**src/rtl/gcc_param.sv**
```systemverilog
// gcc_param: parametrised weighted gravity-centre calculator.
//
// Points (Xi, Yi, Wi) are accepted through a valid/ready handshake and accumulated into
// Sx = sum(Wi*Xi), Sy = sum(Wi*Yi) and Sw = sum(Wi). A set closes on IN_LAST or when NPTS
// points have been taken. Two restoring dividers then produce Xc = Sx/Sw and Yc = Sy/Sw,
// one quotient bit per cycle, and the result is presented with a one-cycle READY_ pulse.
//
// Ports:
//   CLK       clock, rising edge
//   RESET_    synchronous reset, active HIGH (name kept from the fixed-width GCC block)
//   IN_VALID  point present on Xi/Yi/Wi
//   IN_READY  block can accept a point (accumulate state only)
//   IN_LAST   accepted point closes the set
//   Xi, Yi    point coordinates, DW bits unsigned
//   Wi        point weight, WW bits unsigned
//   Xc, Yc    registered result, held between pulses
//   READY_    one-cycle pulse: Xc/Yc/ZERO_W are new
//   ZERO_W    last set had Sw = 0 (Xc = Yc = 0 in that case)
//
// Optional build macro: GCC_PARAM_ROUND_EN adds Sw/2 to the numerators at set close,
// giving round-half-up instead of truncation. Latency and handshake are unchanged.
// DW must be at least 2.
module gcc_param #(
    parameter int unsigned DW   = 8,
    parameter int unsigned WW   = 8,
    parameter int unsigned NPTS = 4
) (
    input  logic          CLK,
    input  logic          RESET_,
    input  logic          IN_VALID,
    output logic          IN_READY,
    input  logic          IN_LAST,
    input  logic [DW-1:0] Xi,
    input  logic [DW-1:0] Yi,
    input  logic [WW-1:0] Wi,
    output logic [DW-1:0] Xc,
    output logic [DW-1:0] Yc,
    output logic          READY_,
    output logic          ZERO_W
);

    localparam int unsigned CW = $clog2(NPTS + 1);
    localparam int unsigned AW = DW + WW + CW;
    localparam int unsigned SW = WW + CW;
`ifdef GCC_PARAM_ROUND_EN
    localparam int unsigned NW = AW + 1;
`else
    localparam int unsigned NW = AW;
`endif
    // Partial-remainder width: numerator bits above the DW quotient bits.
    localparam int unsigned RW = NW - DW;
    localparam int unsigned IW = $clog2(DW);

    typedef enum logic [1:0] {StAcc, StDiv, StDone} state_e;

    state_e        state_q, state_d;
    logic [AW-1:0] sx_q, sx_d, sy_q, sy_d;
    logic [SW-1:0] sw_q, sw_d;
    logic [CW-1:0] cnt_q, cnt_d;
    logic [NW-1:0] dx_q, dx_d, dy_q, dy_d;
    logic [IW-1:0] it_q, it_d;
    logic [DW-1:0] xc_q, xc_d, yc_q, yc_d;
    logic          zw_q, zw_d;

    logic [DW+WW-1:0] px, py;
    logic [AW-1:0]    sx_acc, sy_acc;
    logic [SW-1:0]    sw_acc;
    logic [NW-1:0]    nx, ny;

    // One restoring-division step. The register holds {partial remainder, numerator bits
    // still to be consumed, quotient bits produced so far}; the remainder stays below the
    // divisor because the weighted mean never exceeds the largest coordinate.
    function automatic logic [NW-1:0] div_step(input logic [NW-1:0] d, input logic [SW-1:0] s);
        logic [RW:0]   trial;
        logic [RW:0]   s_ext;
        logic          ge;
        logic [RW-1:0] rem;
        trial = {d[NW-1:DW], d[DW-1]};
        s_ext = {{(RW + 1 - SW){1'b0}}, s};
        ge    = (trial >= s_ext);
        rem   = RW'(ge ? (trial - s_ext) : trial);
        return {rem, d[DW-2:0], ge};
    endfunction

    assign px     = {{DW{1'b0}}, Wi} * {{WW{1'b0}}, Xi};
    assign py     = {{DW{1'b0}}, Wi} * {{WW{1'b0}}, Yi};
    assign sx_acc = sx_q + {{CW{1'b0}}, px};
    assign sy_acc = sy_q + {{CW{1'b0}}, py};
    assign sw_acc = sw_q + {{CW{1'b0}}, Wi};

`ifdef GCC_PARAM_ROUND_EN
    assign nx = {1'b0, sx_acc} + NW'(sw_acc >> 1);
    assign ny = {1'b0, sy_acc} + NW'(sw_acc >> 1);
`else
    assign nx = sx_acc;
    assign ny = sy_acc;
`endif

    always_comb begin
        state_d = state_q;
        sx_d    = sx_q;
        sy_d    = sy_q;
        sw_d    = sw_q;
        cnt_d   = cnt_q;
        dx_d    = dx_q;
        dy_d    = dy_q;
        it_d    = it_q;
        xc_d    = xc_q;
        yc_d    = yc_q;
        zw_d    = zw_q;
        unique case (state_q)
            StAcc: begin
                if (IN_VALID) begin
                    sx_d  = sx_acc;
                    sy_d  = sy_acc;
                    sw_d  = sw_acc;
                    cnt_d = cnt_q + CW'(1);
                    if (IN_LAST || (cnt_q == CW'(NPTS - 1))) begin
                        state_d = StDiv;
                        it_d    = '0;
                        // First quotient bit is taken on the closing edge itself, so the
                        // remaining DW-1 bits fit the DW DIV cycles with one spare at the end.
                        dx_d    = div_step(nx, sw_acc);
                        dy_d    = div_step(ny, sw_acc);
                    end
                end
            end
            StDiv: begin
                it_d = it_q + IW'(1);
                if (it_q == IW'(DW - 1)) begin
                    state_d = StDone;
                    zw_d    = (sw_q == '0);
                    xc_d    = (sw_q == '0) ? '0 : dx_q[DW-1:0];
                    yc_d    = (sw_q == '0) ? '0 : dy_q[DW-1:0];
                end else begin
                    dx_d = div_step(dx_q, sw_q);
                    dy_d = div_step(dy_q, sw_q);
                end
            end
            StDone: begin
                state_d = StAcc;
                sx_d    = '0;
                sy_d    = '0;
                sw_d    = '0;
                cnt_d   = '0;
            end
            default: state_d = StAcc;
        endcase
    end

    always_ff @(posedge CLK) begin
        if (RESET_) begin
            state_q <= StAcc;
            sx_q    <= '0;
            sy_q    <= '0;
            sw_q    <= '0;
            cnt_q   <= '0;
            dx_q    <= '0;
            dy_q    <= '0;
            it_q    <= '0;
            xc_q    <= '0;
            yc_q    <= '0;
            zw_q    <= 1'b0;
        end else begin
            state_q <= state_d;
            sx_q    <= sx_d;
            sy_q    <= sy_d;
            sw_q    <= sw_d;
            cnt_q   <= cnt_d;
            dx_q    <= dx_d;
            dy_q    <= dy_d;
            it_q    <= it_d;
            xc_q    <= xc_d;
            yc_q    <= yc_d;
            zw_q    <= zw_d;
        end
    end

    assign IN_READY = (state_q == StAcc);
    assign READY_   = (state_q == StDone);
    assign Xc       = xc_q;
    assign Yc       = yc_q;
    assign ZERO_W   = zw_q;

endmodule

```
**config.mk**
```make
export PLATFORM = sky130hd
export DESIGN_NAME = gcc_param
export DESIGN_NICKNAME = d
export VERILOG_FILES = /design/src/rtl/gcc_param.sv
export SDC_FILE = /design/constraint.sdc
export NUM_CORES = 1
export LEC_CHECK = 0
export CAP_MARGIN = 25
export CORE_MARGIN = 4
export CORE_UTILIZATION = 25
export CTS_CLUSTER_SIZE = 14
export DETAILED_ROUTE_END_ITERATION = 12
export RECOVER_POWER = 100
export SLEW_MARGIN = 25
export SYNTH_ARGS = -nofsm -noshare
export SYNTH_HDL_FRONTEND = slang
export SYNTH_SLANG_ARGS = --single-unit
```
**constraint.sdc**
```tcl
create_clock -name CLK -period 20.4 [get_ports CLK]
set_clock_uncertainty 0.15 [all_clocks]
set_input_delay 4.08 -clock CLK [delete_from_list [all_inputs] [get_ports CLK]]
set_output_delay 4.08 -clock CLK [all_outputs]
set_load 0.03 [all_outputs]
```
==> results of run 1 <==
[cells in the mapped netlist (all sizes together) (8+ instances only)]
library cell / number / area, um^2
a211oi: 9 / 82.58
a21o: 21 / 157.7
a21oi: 79 / 399.1
a22oi: 62 / 465.5
a311oi: 12 / 105.1
a31oi: 8 / 50.05
and2: 76 / 475.5
clkbuf: 46 / 172.7
dfxtp: 112 / 2242
fa: 105 / 2102
ha: 138 / 1727
inv: 226 / 848.3
mux2i: 21 / 210.2
nand2: 141 / 529.3
nand2b: 14 / 87.58
nand3: 12 / 60.06
nand4: 8 / 50.05
nor2: 146 / 550.5
nor2b: 21 / 131.4
nor3: 26 / 141.4
o211ai: 15 / 112.6
o21a: 14 / 105.1
o21ai: 50 / 254.0
o21bai: 8 / 60.06
xnor2: 45 / 431.7
xor2: 12 / 105.1
[cell families after synthesis]
family,count (synthesis)
and+or+nand+nor,468
muxes,28
xor gates and xnor gates,57
buffers and inverters,279
AOI/OAI and AO/OA,327
DFF,112
adders and majority gates,243
[through the flow]
| step | hold slack, ns | worst slack, ns | area, um^2 | util, % | cells |
|---|---|---|---|---|---|
| after floorplan | 0.2949 | 10.07 | 12400 | - | 1514 |
| after global placement | 0.3138 | 8.660 | 13570 | 27.73 | 2181 |
| after detailed placement | 0.3211 | 8.415 | 13580 | 27.74 | 2181 |
| after CTS | 0.3323 | 8.792 | 13890 | 28.37 | 2197 |
| after global routing | 0.3554 | 7.121 | 13850 | 28.29 | 2197 |
| final | 0.3284 | 7.671 | 13850 | 28.29 | 2197 |
[final timing paths]
path	from	slack [ns]	cells after the start	end
worst max-delay path	Wi[6]	7.67	26	dx_q[11]
worst min register to register	dy_q[5]	0.33	2	dy_q[5]
worst max register to register	sx_q[6]	12.33	25	dx_q[11]
worst min-delay path	dy_q[5]	0.33	2	dy_q[5]
[registers in the layout, summed over array words and instances (netlist names)]
signal   count
Xc           8
sy_q        19
state_q      2
cnt_q        3
sx_q        19
Yc           8
dy_q        19
ZERO_W       1
dx_q        19
sw_q        11
it_q         3
[layer usage]
layer | share of wire (%) | global-route usage, %
met1 | 44 | 15.94
met2 | 50 | 23.56
met3 | 3.6 | 1.839
met4 | 2.0 | 3.045
met5 | 0.039 | 0
[critical path, stage by stage]
cell,delay [ns]
dlygate4sd3_1,1.19
nand2_1,0.16
fa_1,0.52
inv_1,0.05
fa_1,0.50
inv_1,0.05
fa_1,0.46
fa_1,0.55
inv_1,0.04
ha_1,0.32
o21a_1,0.13
o21ai_0,0.24
nand2b_1,0.10
a21o_1,0.21
xor2_1,0.29
ha_1,0.33
nor2b_1,0.14
o21ai_0,0.19
nand2b_1,0.11
a21o_1,0.19
a21o_1,0.19
a31o_2,0.27
o311a_1,0.29
nor3_1,1.58
mux2i_1,0.39
a22oi_1,0.26
[cell type report]
class	instances	area share, %
inverter	226	6.126
multi-input combinational	1123	65.65
clock inverter	7	0.6054
timing repair buffer	56	3.795
clock buffer	9	1.626
tap	664	6.000
sequential	112	16.19
==> impl.org, run 1 <==
** Status
- Status :: finished with violations
- Violated checks :: capacitance limit, slew limit

** Clocking
- For this design, the CTS-stage hold fixing added 0 buffers.
- TritonCTS built the clock tree.
- After clock tree synthesis, the clock-pin slew on the worst setup and hold paths is 0.08 ns.
- Number of gates resized after CTS :: 0
- After clock tree synthesis, the setup repair step added 0 buffers.
- TritonCTS Buffers :: 9
- Clock root buffer :: clkbuf_16
- CTS saw 112 sinks.
- Clock insertion delay at the later pin of the skew report :: 0.37 ns
- In this run the number of H-tree levels came out at 3.
- The clock passes through at most 2 buffers.

** Worst setup path
- For the worst setup path, the data arrival time is 12.87 ns.
- STA puts the critical path data required time at 20.54 ns.
- Critical Path End Type :: register
- Path type of the worst setup path :: input pin to register
- The worst setup path is launched from an input pin.
- Largest fanout on the critical path :: 17

** Finish
- Area of the multi-input gates :: 0.009091 mm^2
- Synthesis-to-layout area growth :: 11.69%
- Fraction of layout instances using a drive strength above 1 :: 3.196%
- Number of fill cells :: 5,229
- Leading cell type in the layout, fill and taps excluded :: inv_1
- 0 antenna diodes ended up in the layout.
- Combined flip-flop and latch cell area :: 0.002242 mm^2
- Number of nets in the final layout :: 1,799
- Highest-count cells in the layout ignoring fill and taps :: 226 x inv_1, 146 x nor2_1, 141 x nand2_1

** Run
- The tool flagged a number of max-cap violations equal to 3.

** Timing
- Count of endpoints failing setup in the final report :: 0
- Sum of negative setup slack :: 0 ns
- Setup repair after global routing left no endpoint under its margin.
- The hold violation count in the final report was 0.
- Achievable frequency :: 78.56 MHz
- Final critical-path required period :: 12.73 ns
- The final-report max-slew violation count is 127.
- Worst slew margin relative to its limit :: -105.5%
- The final critical path takes up 62.40% of the cycle.
- At the pin with the least slew margin, the transition time is 3.083 ns.

** Floorplan
- The floorplan has 81 rows.
- Width of the die :: 230.7 um
- For this design the top-level I/O count stands at 47.
- After floorplanning, the core was sized to cover 0.04895 mm^2.
- Die height :: 230.7 um
- Area of the die :: 0.05322 mm^2
- The initial utilization of the core area, before any placement, comes to 25.33%.

** Hold path
- In this run the worst hold path is classified as register to register.

** Logic synthesis
- Yosys printed 0 warnings.
- Summed instance area of the synthesized netlist :: 0.01240 mm^2
- Counting distinct cell types in the post-synthesis netlist gives 67.
- Share of cell area taken by muxes after synthesis :: 2.331%
- Largest family of logic cells by synthesized area :: adder cells
- Post-synthesis instance total :: 1,514
- Count of flip-flops with a built-in enable after synthesis :: 0
- Area share of xor/xnor cells in the synthesized design :: 4.329%
- Basic-gate share of the synthesized area counting and, or, nand and nor cells :: 17.67%
- Summing the areas of all compound-gate instances in the mapped netlist gives 18.10% of the synthesized area.
- Dividing the synthesized area by the synthesized cell count gives 8.189 um^2.
- Counting flops with an async set or reset pin after synthesis yields a share of 0%.
- After synthesis the netlist holds a flip-flop and latch count of 112.
- Part of the Yosys area used for sequential elements :: 18.08%
- In the synthesized netlist the dominant register cell turns out to be dfxtp_1.
- Fraction of the mapped netlist area in adder cells :: 30.88%
- Synthesis produced a netlist with a net count of 1,785.

** Route
- Total length of routed wires :: 33.70 mm
- Vias per cell :: 4.775
- In the final routed layout, each cell accounts on average for 15.34 um.
- Once detail routing completed, the nets flagged for antenna violations numbered 0.
- Final routed DRC violation total :: 0
- The first detailed-routing pass ran for 5 iterations.
- For this block, the via count after detailed routing is 10,490.
- In this run, the number of DRC markers left after iteration 0 of detailed routing was 601.

** GRT
- Overflow left after global routing :: 0
- Entering global routing, the biggest net connects 67 pins.
- The first global-routing pass estimated 56.15 mm of wire.
- Via count of the first global-routing pass :: 10,900
- Number of antenna violations at the first check in global routing :: 1
- Across every metal layer, demand over resource in global routing totals 12.86%.

** Placed design
- Number of I/O port buffers :: 46
- Final Wtd Congestion :: 0.9076
- Summed over all nets, the half-perimeter wirelength after detailed placement is 26.25 mm.
Power of run 1 is left out: the tool's default activity adds up to more than one toggle a clock period on the data nets, which glitch-free logic cannot reach.
==> inputs of run 2 (changes only) <==
clock period = 12.15 ns   (was 20.4 ns; I/O delays follow)
==> run 2 against run 1 <==
Net effect: the flow still finishes with violations (capacitance limit, slew limit); wire length barely moved; sequential cell count stayed put; sequential share of layout area unchanged; setup slack worse by 5.7 ns; global-route usage down 0.054 points; count of clock-buffer cells in the layout is 1 higher; register-to-register slack got worse by 7.3 ns; cell count stayed put; highest routed layer unchanged.
==> impl.org, run 2 (same netlist as run 1, synthesis figures left out) <==
** Worst setup path
- Required arrival time at the worst endpoint :: 12.27 ns (was 20.54 ns)
- The cell family with the largest share of critical-path delay is adder cells (unchanged).
- Critical Path End Type :: register (unchanged)
- Startpoint kind of the worst setup timing path :: input pin (unchanged)
- Worst path buffer plus inverter count :: 4 (unchanged)
- Worst reg2reg setup slack :: 5.07 ns (was 12.33 ns)
- Path type of the worst setup path :: input pin to register (unchanged)
- The maximum fanout count along the critical path came to 17 (unchanged).
- Max incr delay on CP :: 1.09 ns (was 1.58 ns)
- Crit path arrival time :: 10.27 ns (was 12.87 ns)
- Critical-path top delay cell :: dlygate4sd3_1 (was nor3_1)
- Most Frequent Cell on Critical Path :: fa_1 (unchanged)

** Placed design
- The final estimated routing congestion in global placement is 0.9061 (was 0.9076).
- Worst slack, placed :: 1.903 ns (was 8.415 ns)
- Post-DP HPWL :: 26.24 mm (was 26.25 mm)
- The port buffer count came to 46 (unchanged).
- The number of placed instances with taps included is 2,181 (unchanged).

** Finish
- Highest-count cells in the layout ignoring fill and taps: 226 x inv_1, 146 x nor2_1, 141 x nand2_1 (unchanged).
- The most common cell after layout, fill and taps aside is inv_1 (unchanged).
- The area of all sequential standard cells came to 0.002242 mm^2 (unchanged).
- The area growth from synthesis to layout is 11.69% (unchanged).
- Fraction of layout instances using a drive strength above 1 :: 3.262% (was 3.196%)
- The number of non-filler instances in the completed layout was 2,197 (unchanged).
- The number of inserted filler cells in the final layout came to 5,241 (was 5,229).
- Area of the multi-input gates :: 0.009102 mm^2 (was 0.009091 mm^2)
- The final net count was 1,799 (unchanged).
- Antenna fix cells :: 0 (unchanged)

** Floorplan
- The total number of placement rows was 81 (unchanged).
- The initial core utilization is 25.33% (unchanged).
- The die extent in y was 230.7 um (unchanged).
- The top-level port count was 47 (unchanged).
- Core Box Area :: 0.04895 mm^2 (unchanged)
- Area of the die :: 0.05322 mm^2 (unchanged)
- The horizontal die dimension came to 230.7 um (unchanged).

** Route
- Total length of routed wires :: 33.69 mm (was 33.70 mm)
- The number of optimization iterations in the first detailed-route pass is 5 (unchanged).
- First-iteration detailed-routing DRC count :: 659 (was 601)
- The ratio of routed vias to standard cells was 4.782 (was 4.775).
- Via count :: 10,506 (was 10,490)
- Final routed DRC violation total :: 0 (unchanged)
- Routed wire length per instance :: 15.33 um (was 15.34 um)
- Post-route antenna net violation count :: 0 (unchanged)

** Clocking
- The number of resized instances in the post-cts repair step came to 0 (unchanged).
- Total of hold buffers inserted after clock tree synthesis :: 0 (unchanged)
- TritonCTS Buffers :: 9 (unchanged)
- Number of levels in the clock H-tree :: 3 (unchanged)
- Clock insertion delay at the later pin of the skew report :: 0.36 ns (was 0.37 ns)
- Number of setup buffers added after CTS :: 0 (unchanged)
- The CTS clock-pin slew for the worst setup and hold paths came to 0.07 ns (was 0.08 ns).
- The CTS tree is built (unchanged).
- The worst-case clock buffer depth came to 2 (unchanged).
- The cell at the root of the clock tree is clkbuf_16 (unchanged).
- The sink count of the clock tree is 112 (unchanged).

** Status
- Status: finished with violations (unchanged).
- Violated checks: capacitance limit, slew limit (unchanged).

** Timing
- The total setup violations reported at the end of the flow was 0 (unchanged).
- Endpoints failing hold :: 0 (unchanged)
- Worst Max-Slew Pin Slew :: 3.008 ns (was 3.083 ns)
- Final critical-path setup slack :: 1.996 ns (was 7.671 ns)
- Derived from the worst setup path, the maximum achievable clock frequency is 98.48 MHz.
- The total negative slack for setup checks is 0 ns (unchanged).
- RSZ-0062 raised after global routing: false (unchanged).
- Final Slew Violations :: 112 (was 127)
- Ratio of final minimum period to clock period :: 83.57%
- The relative slew slack came to -100.5% (was -105.5%).
- Final critical-path required period :: 10.15 ns
- Smallest hold slack :: 0.3291 ns (was 0.3284 ns)

** GRT
- Overflow left after global routing :: 0 (unchanged)
- The global-route wire length before repair was 55.82 mm (was 56.15 mm).
- The met1 routing resource usage after global routing is 15.96% (was 15.94%).
- Met3 Track Usage GR :: 2.098% (was 1.839%)
- The total global-route track usage is 12.81% (was 12.86%).
- Pin count of the biggest net entering global routing :: 67 (unchanged)
- The peak-usage layer in the global routing report was met2 (unchanged).
- The initial antenna violation count came to 3 (was 1).
- The via count of the first global-routing pass was 10,753 (was 10,900).
- The met2 usage in global routing was 22.80% (was 23.56%).

** Run
- The number of violations of the max-capacitance limit came to 2 (was 3).

** Hold path
- Worst min path class :: register to register (unchanged)
[run 2: changes by cell type in the layout (fill, tap and decap cells not counted)]
cell             change
clkinvlp_4           -1
buf_2                +1
clkinv_4             +1
nor3_4               +1
clkdlybuf4s50_1      -1
inv_8                -1
nor3_1               -1
clkbuf_1             +1
[run 2: final timing paths]
kind,to,depth (start not counted),start
max reg2reg,dy_q[9],24,sy_q[7]
min,dy_q[5],2,dy_q[5]
max,dy_q[9],25,Wi[0]
min reg2reg,dy_q[5],2,dy_q[5]
[run 2: layout make-up]
cell class	count	area share (%)
Clock buffer	10	1.654
Inverter	226	6.126
Timing Repair Buffer	56	3.759
Sequential cell	112	16.19
Tap cell	664	6.000
Clock inverter	6	0.5331
Multi-Input combinational cell	1123	65.74
[run 2: layer usage]
| layer | vias to the layer above | share of wire [%] |
|---|---|---|
| met3 | 55 | 4.4 |
| li1 | 5101 | - |
| met2 | 216 | 49 |
| met4 | 4 | 2.6 |
| met5 | - | 0.077 |
| met1 | 5130 | 44 |
[run 2: tightest hold or removal path, delay by kind of cell, from the launching register on]
family	cells	cell delay, ns
AO/OA/AOI/OAI	1	0.05
flip-flops	1	0.33
AND/OR/NAND/NOR	1	0.06
[run 2: metrics by stage]
| stage | cell area [um^2] | utilization, % |
|---|---|---|
| CTS | 13880 | 28.36 |
| global placement | 13570 | 27.73 |
| global route | 13850 | 28.29 |
| finish | 13850 | 28.29 |
| detailed placement | 13580 | 27.74 |
| floorplan | 12400 | - |
Power of run 2 is left out for the same reason.
==> variant 1, RTL diff (flow settings as in run 2) <==
`DW`: 8 -> 16.
--- a/src/rtl/gcc_param.sv
+++ b/src/rtl/gcc_param.sv
@@ -23,3 +23,3 @@
 module gcc_param #(
-    parameter int unsigned DW   = 8,
+    parameter int unsigned DW   = 16,
     parameter int unsigned WW   = 8,
Interface: changed (resized Xc, Xi, Yc and Yi); port bits go from 47 to 79. The function was not compared with the original's and may differ.
==> variant 1 against run 2 <==
The flow still finishes with violations (max-capacitance violations, max-slew violations). Routed wire length up 58%. Critical path type unchanged. Synthesized area is 51% higher. Largest cell class unchanged. Count of clock-buffer cells in the layout rose by 9. Via count rose by 49%. Final area is 52% higher. Highest routed layer is now met4. Critical endpoint is now dx_q[16]$_SDFFE_PP0P_. Sequential cell count rose by 49. Utilization is 0.11 points higher. Setup slack lost 690 ps. Critical path depth up 3.
Power is left out: the tool's default activity adds up to more than one toggle a clock period on the data nets, which glitch-free logic cannot reach.
==> variant 1: results (changes against run 2) <==
.. list-table::
   :header-rows: 1

   * - Metric
     - Value
   * - Number of port buffers
     - 78 (+70%)
   * - Number of pins exceeding their max-slew limit in the final report
     - 142 (+27%)
   * - Violated checks
     - max-capacitance violations, max-slew violations
   * - Clock H-tree levels
     - 4 (+1)
   * - Ratio of cells with drive above 1 in the final layout
     - 0.0302 (-0.00244)
   * - M1 wire length
     - 22.7 mm (+54%)
   * - Result of the run
     - finished with violations
   * - Metal2 WL
     - 27.2 mm (+64%)
   * - Largest net degree at the start of global routing
     - 82 (+22%)
   * - Initial antenna violation count
     - 1 (-2)
   * - Xor/xnor cell area share of the yosys netlist
     - 0.0294 (-0.0139)
   * - Area contributors post-synth
     - sky130_fd_sc_hd__fa_1 (23%), sky130_fd_sc_hd__dfxtp_1 (17%), sky130_fd_sc_hd__ha_1 (10%)
   * - Final wirelength
     - 53.2 mm (+58%)
   * - Total length of routed met3 wires
     - 1.85 mm (+26%)
   * - Post-detailed-route via-to-cell ratio
     - 4.75 (-0.68%)
   * - Beginning of the worst hold path
     - dx_q[0]$_SDFFE_PP0P_
   * - Worst Hold End
     - dx_q[0]$_SDFFE_PP0P_
   * - Number of maximum-capacitance constraint violations
     - 2 (unchanged)
   * - Ranking of synthesized cells by instance count
     - sky130_fd_sc_hd__inv_1 (381), sky130_fd_sc_hd__nand2_1 (218), sky130_fd_sc_hd__fa_1 (217)
   * - Final worst slack
     - 1310 ps (-688 ps)
   * - Mean routed wirelength per cell
     - 16.2 microns (+5.6%)
   * - DP Cell Count
     - 3257 (+49%)
   * - Slew at the pin closest to its max-slew limit
     - 3880 ps (+874 ps)
   * - Maximum single-stage delay on the critical path
     - 1050 ps (-40 ps)
   * - Number of cells on the worst reg-to-reg path
     - 25 (+4.2%)
   * - CP Capture Point
     - dx_q[16]$_SDFFE_PP0P_
   * - Number of cells produced by synthesis
     - 2286 (+51%)
   * - Initial DRC count
     - 901 (+37%)
   * - Total Routing Usage GR
     - 0.136 (+0.00787)
   * - Number of detailed-routing iterations run before antenna repair
     - 6 (+1)
   * - GR met2 Demand/Resource
     - 0.249 (+0.0215)
## variant 1: area by class of cell
cell class	instances	share of cell area
tap	969	0.0574
clock buffer	19	0.0215
timing repair buffer	100	0.0441
clock inverter	12	0.00480
multi-input combinational	1647	0.652
inverter	381	0.0678
sequential	161	0.153
## variant 1: per-stage QoR
| stage | util | area, sq um | hold WS (ps) |
|---|---|---|---|
| after detailed placement | 0.277 | 20600 | 313 |
| after global routing | 0.284 | 21100 | 339 |
| after floorplan | - | 18700 | 294 |
| final | 0.284 | 21100 | 321 |
| after global placement | 0.277 | 20600 | 312 |
| after CTS | 0.284 | 21100 | 323 |
## variant 1: critical path, delay by kind of cell
family | cells | cell delay, ps
adder cells (fa/ha/maj) | 6 | 2610
buffers and inverters | 5 | 1940
AO/OA/AOI/OAI | 8 | 1790
AND/OR/NAND/NOR | 8 | 1780
XOR/XNOR | 1 | 270
## variant 1: kinds of logic after synthesis
kind of cell,after synthesis
simple gates,737
buf+inv,478
compound gates,460
fa+ha+maj,370
flops,161
xor+xnor,63
mux,17
==> variant 2, RTL diff (settings of run 2) <==
Without the edit above. `yc_q` no longer has a reset.
--- a/src/rtl/gcc_param.sv
+++ b/src/rtl/gcc_param.sv
@@ -161,3 +161,2 @@
             xc_q    <= '0;
-            yc_q    <= '0;
             zw_q    <= 1'b0;
@@ -173,5 +172,8 @@
             xc_q    <= xc_d;
-            yc_q    <= yc_d;
             zw_q    <= zw_d;
         end
+    end
+
+    always_ff @(posedge CLK) begin
+        yc_q <= yc_d;
     end
Formal check against the unedited RTL: not equivalent (Yosys sat finds a counterexample within 10 cycles, from zero or initial values and one cycle with RESET_ high; the reset may be asserted at any time).
==> variant 2 against run 2 <==
The flow still finishes with violations (max-capacitance violations, max-slew violations). Sequential cell count unchanged. Register-to-register slack better by 170 ps. Synthesized area is 1.5% higher. Sequential share of layout area grew 0.33 points. Routed wire length up 6.8%. Fmax increased by 3.2%. Critical path depth is 2 lower. Final area up 1.5%. Cell count increased by 2.0%. Setup slack improved by 310 ps. Critical endpoint is now dx_q[15]$_SDFFE_PP0P_. Largest cell class unchanged. Highest routed layer is now met4.
Power is left out: the tool's default activity adds up to more than one toggle a clock period on the data nets, which glitch-free logic cannot reach.
==> variant 2: results (changes against run 2) <==
.. list-table::
   :header-rows: 1

   * - Metric
     - Value
   * - Result of the run
     - finished with violations
   * - Violated checks
     - max-capacitance violations, max-slew violations
   * - Highest net fanout along the worst path
     - 17 (unchanged)
   * - Global-route wire length before repair
     - 59.2 mm (+6.0%)
   * - Via count of the first global-routing pass
     - 11194 (+4.1%)
   * - Half-perimeter wire length after detailed placement
     - 28.4 mm (+8.2%)
   * - Number of cells on the worst reg-to-reg path
     - 22 (-8.3%)
   * - Largest net degree at the start of global routing
     - 92 (+37%)
   * - Netlist cell types
     - 68 (+1.5%)
   * - Total Routing Usage GR
     - 0.136 (+0.00756)
   * - R2R Setup Slk
     - 5240 ps (+170 ps)
   * - Number of enable-type register cells in the synthesized netlist
     - 8 (+8)
   * - Max_slew headroom
     - -1.96 (-0.960)
   * - Number of maximum-capacitance constraint violations
     - 1 (-1)
   * - Area contributors post-synth
     - sky130_fd_sc_hd__fa_1 (17%), sky130_fd_sc_hd__dfxtp_1 (17%), sky130_fd_sc_hd__ha_1 (14%)
   * - Mapped Nets
     - 1829 (+2.5%)
   * - Ranking of synthesized cells by instance count
     - sky130_fd_sc_hd__inv_1 (230), sky130_fd_sc_hd__nand2_1 (152), sky130_fd_sc_hd__ha_1 (138)
   * - Critical R2R Capture
     - dx_q[15]$_SDFFE_PP0P_
   * - Worst-path clk slew
     - 90 ps (+20 ps)
   * - Mean routed wirelength per cell
     - 16.1 microns (+4.7%)
   * - Gp weighted congestion
     - 0.882 (-2.7%)
   * - Clock H-tree levels
     - 3 (unchanged)
   * - Clock insertion delay at the later pin of the skew report
     - 380 ps (+20 ps)
   * - Portion of the post-synthesis area used by sequential elements
     - 0.185 (+0.00376)
   * - Beginning of the worst hold path
     - Xc[2]$_SDFFE_PP0P_
   * - Worst Hold End
     - Xc[2]$_SDFFE_PP0P_
   * - Post-detailed-route via-to-cell ratio
     - 4.87 (+1.8%)
   * - Ratio of cells with drive above 1 in the final layout
     - 0.0209 (-0.0117)
   * - Number of pins exceeding their max-slew limit in the final report
     - 92 (-18%)
   * - Data arrival time of the critical path
     - 9940 ps (-330 ps)
   * - Initial antenna violation count
     - 0 (-3)
[variant 2: final cells by class]
type                    count  area (sq um)
fillers                  5286         35300
multi-input cells        1166          9220
flip-flops and latches    112          2320
inverters                 231           867
well taps                 664           831
repair buffers             52           492
clock buffers               9           225
clock inverters             7          98.8
[variant 2: kinds of logic after synthesis]
logic type | after synthesis | synth area share
simple gates | 519 | 0.198
compound gates | 344 | 0.185
buf+inv | 280 | 0.0835
fa+ha+maj | 243 | 0.304
flops | 112 | 0.185
xor+xnor | 47 | 0.0344
mux | 13 | 0.0103
[variant 2: per-layer routing]
layer  GRT usage  wire length [microns]  share of wire
met5           0                      0              0
met4      0.0396                    807          0.022
met3      0.0168                   1320          0.037
met2       0.237                  17500           0.49
met1       0.175                  16300           0.45
[variant 2: worst max-delay path by stage]
stage               start                     to  slack, ps
global route        Wi[5]  dx_q[15]$_SDFFE_PP0P_       1700
global placement    Wi[5]  dx_q[15]$_SDFFE_PP0P_       2190
finish              Wi[5]  dx_q[15]$_SDFFE_PP0P_       2310
detailed placement  Wi[5]  dx_q[15]$_SDFFE_PP0P_       2110
CTS                 Wi[2]  dx_q[15]$_SDFFE_PP0P_       2500
floorplan           Wi[5]  dy_q[17]$_SDFFE_PP0P_       3600
[variant 2: per-stage QoR]
step | hold WS [ps] | setup slack, ps | instance area (sq um) | utilization | instances
2_1_floorplan | 291 | 3600 | 12600 | - | 1558
3_3_place_gp | 299 | 2190 | 13700 | 0.279 | 2225
3_5_place_dp | 298 | 2110 | 13700 | 0.279 | 2225
4_1_cts | 310 | 2500 | 14100 | 0.285 | 2241
5_1_grt | 332 | 1700 | 14100 | 0.285 | 2241
6_report | 300 | 2310 | 14100 | 0.285 | 2241
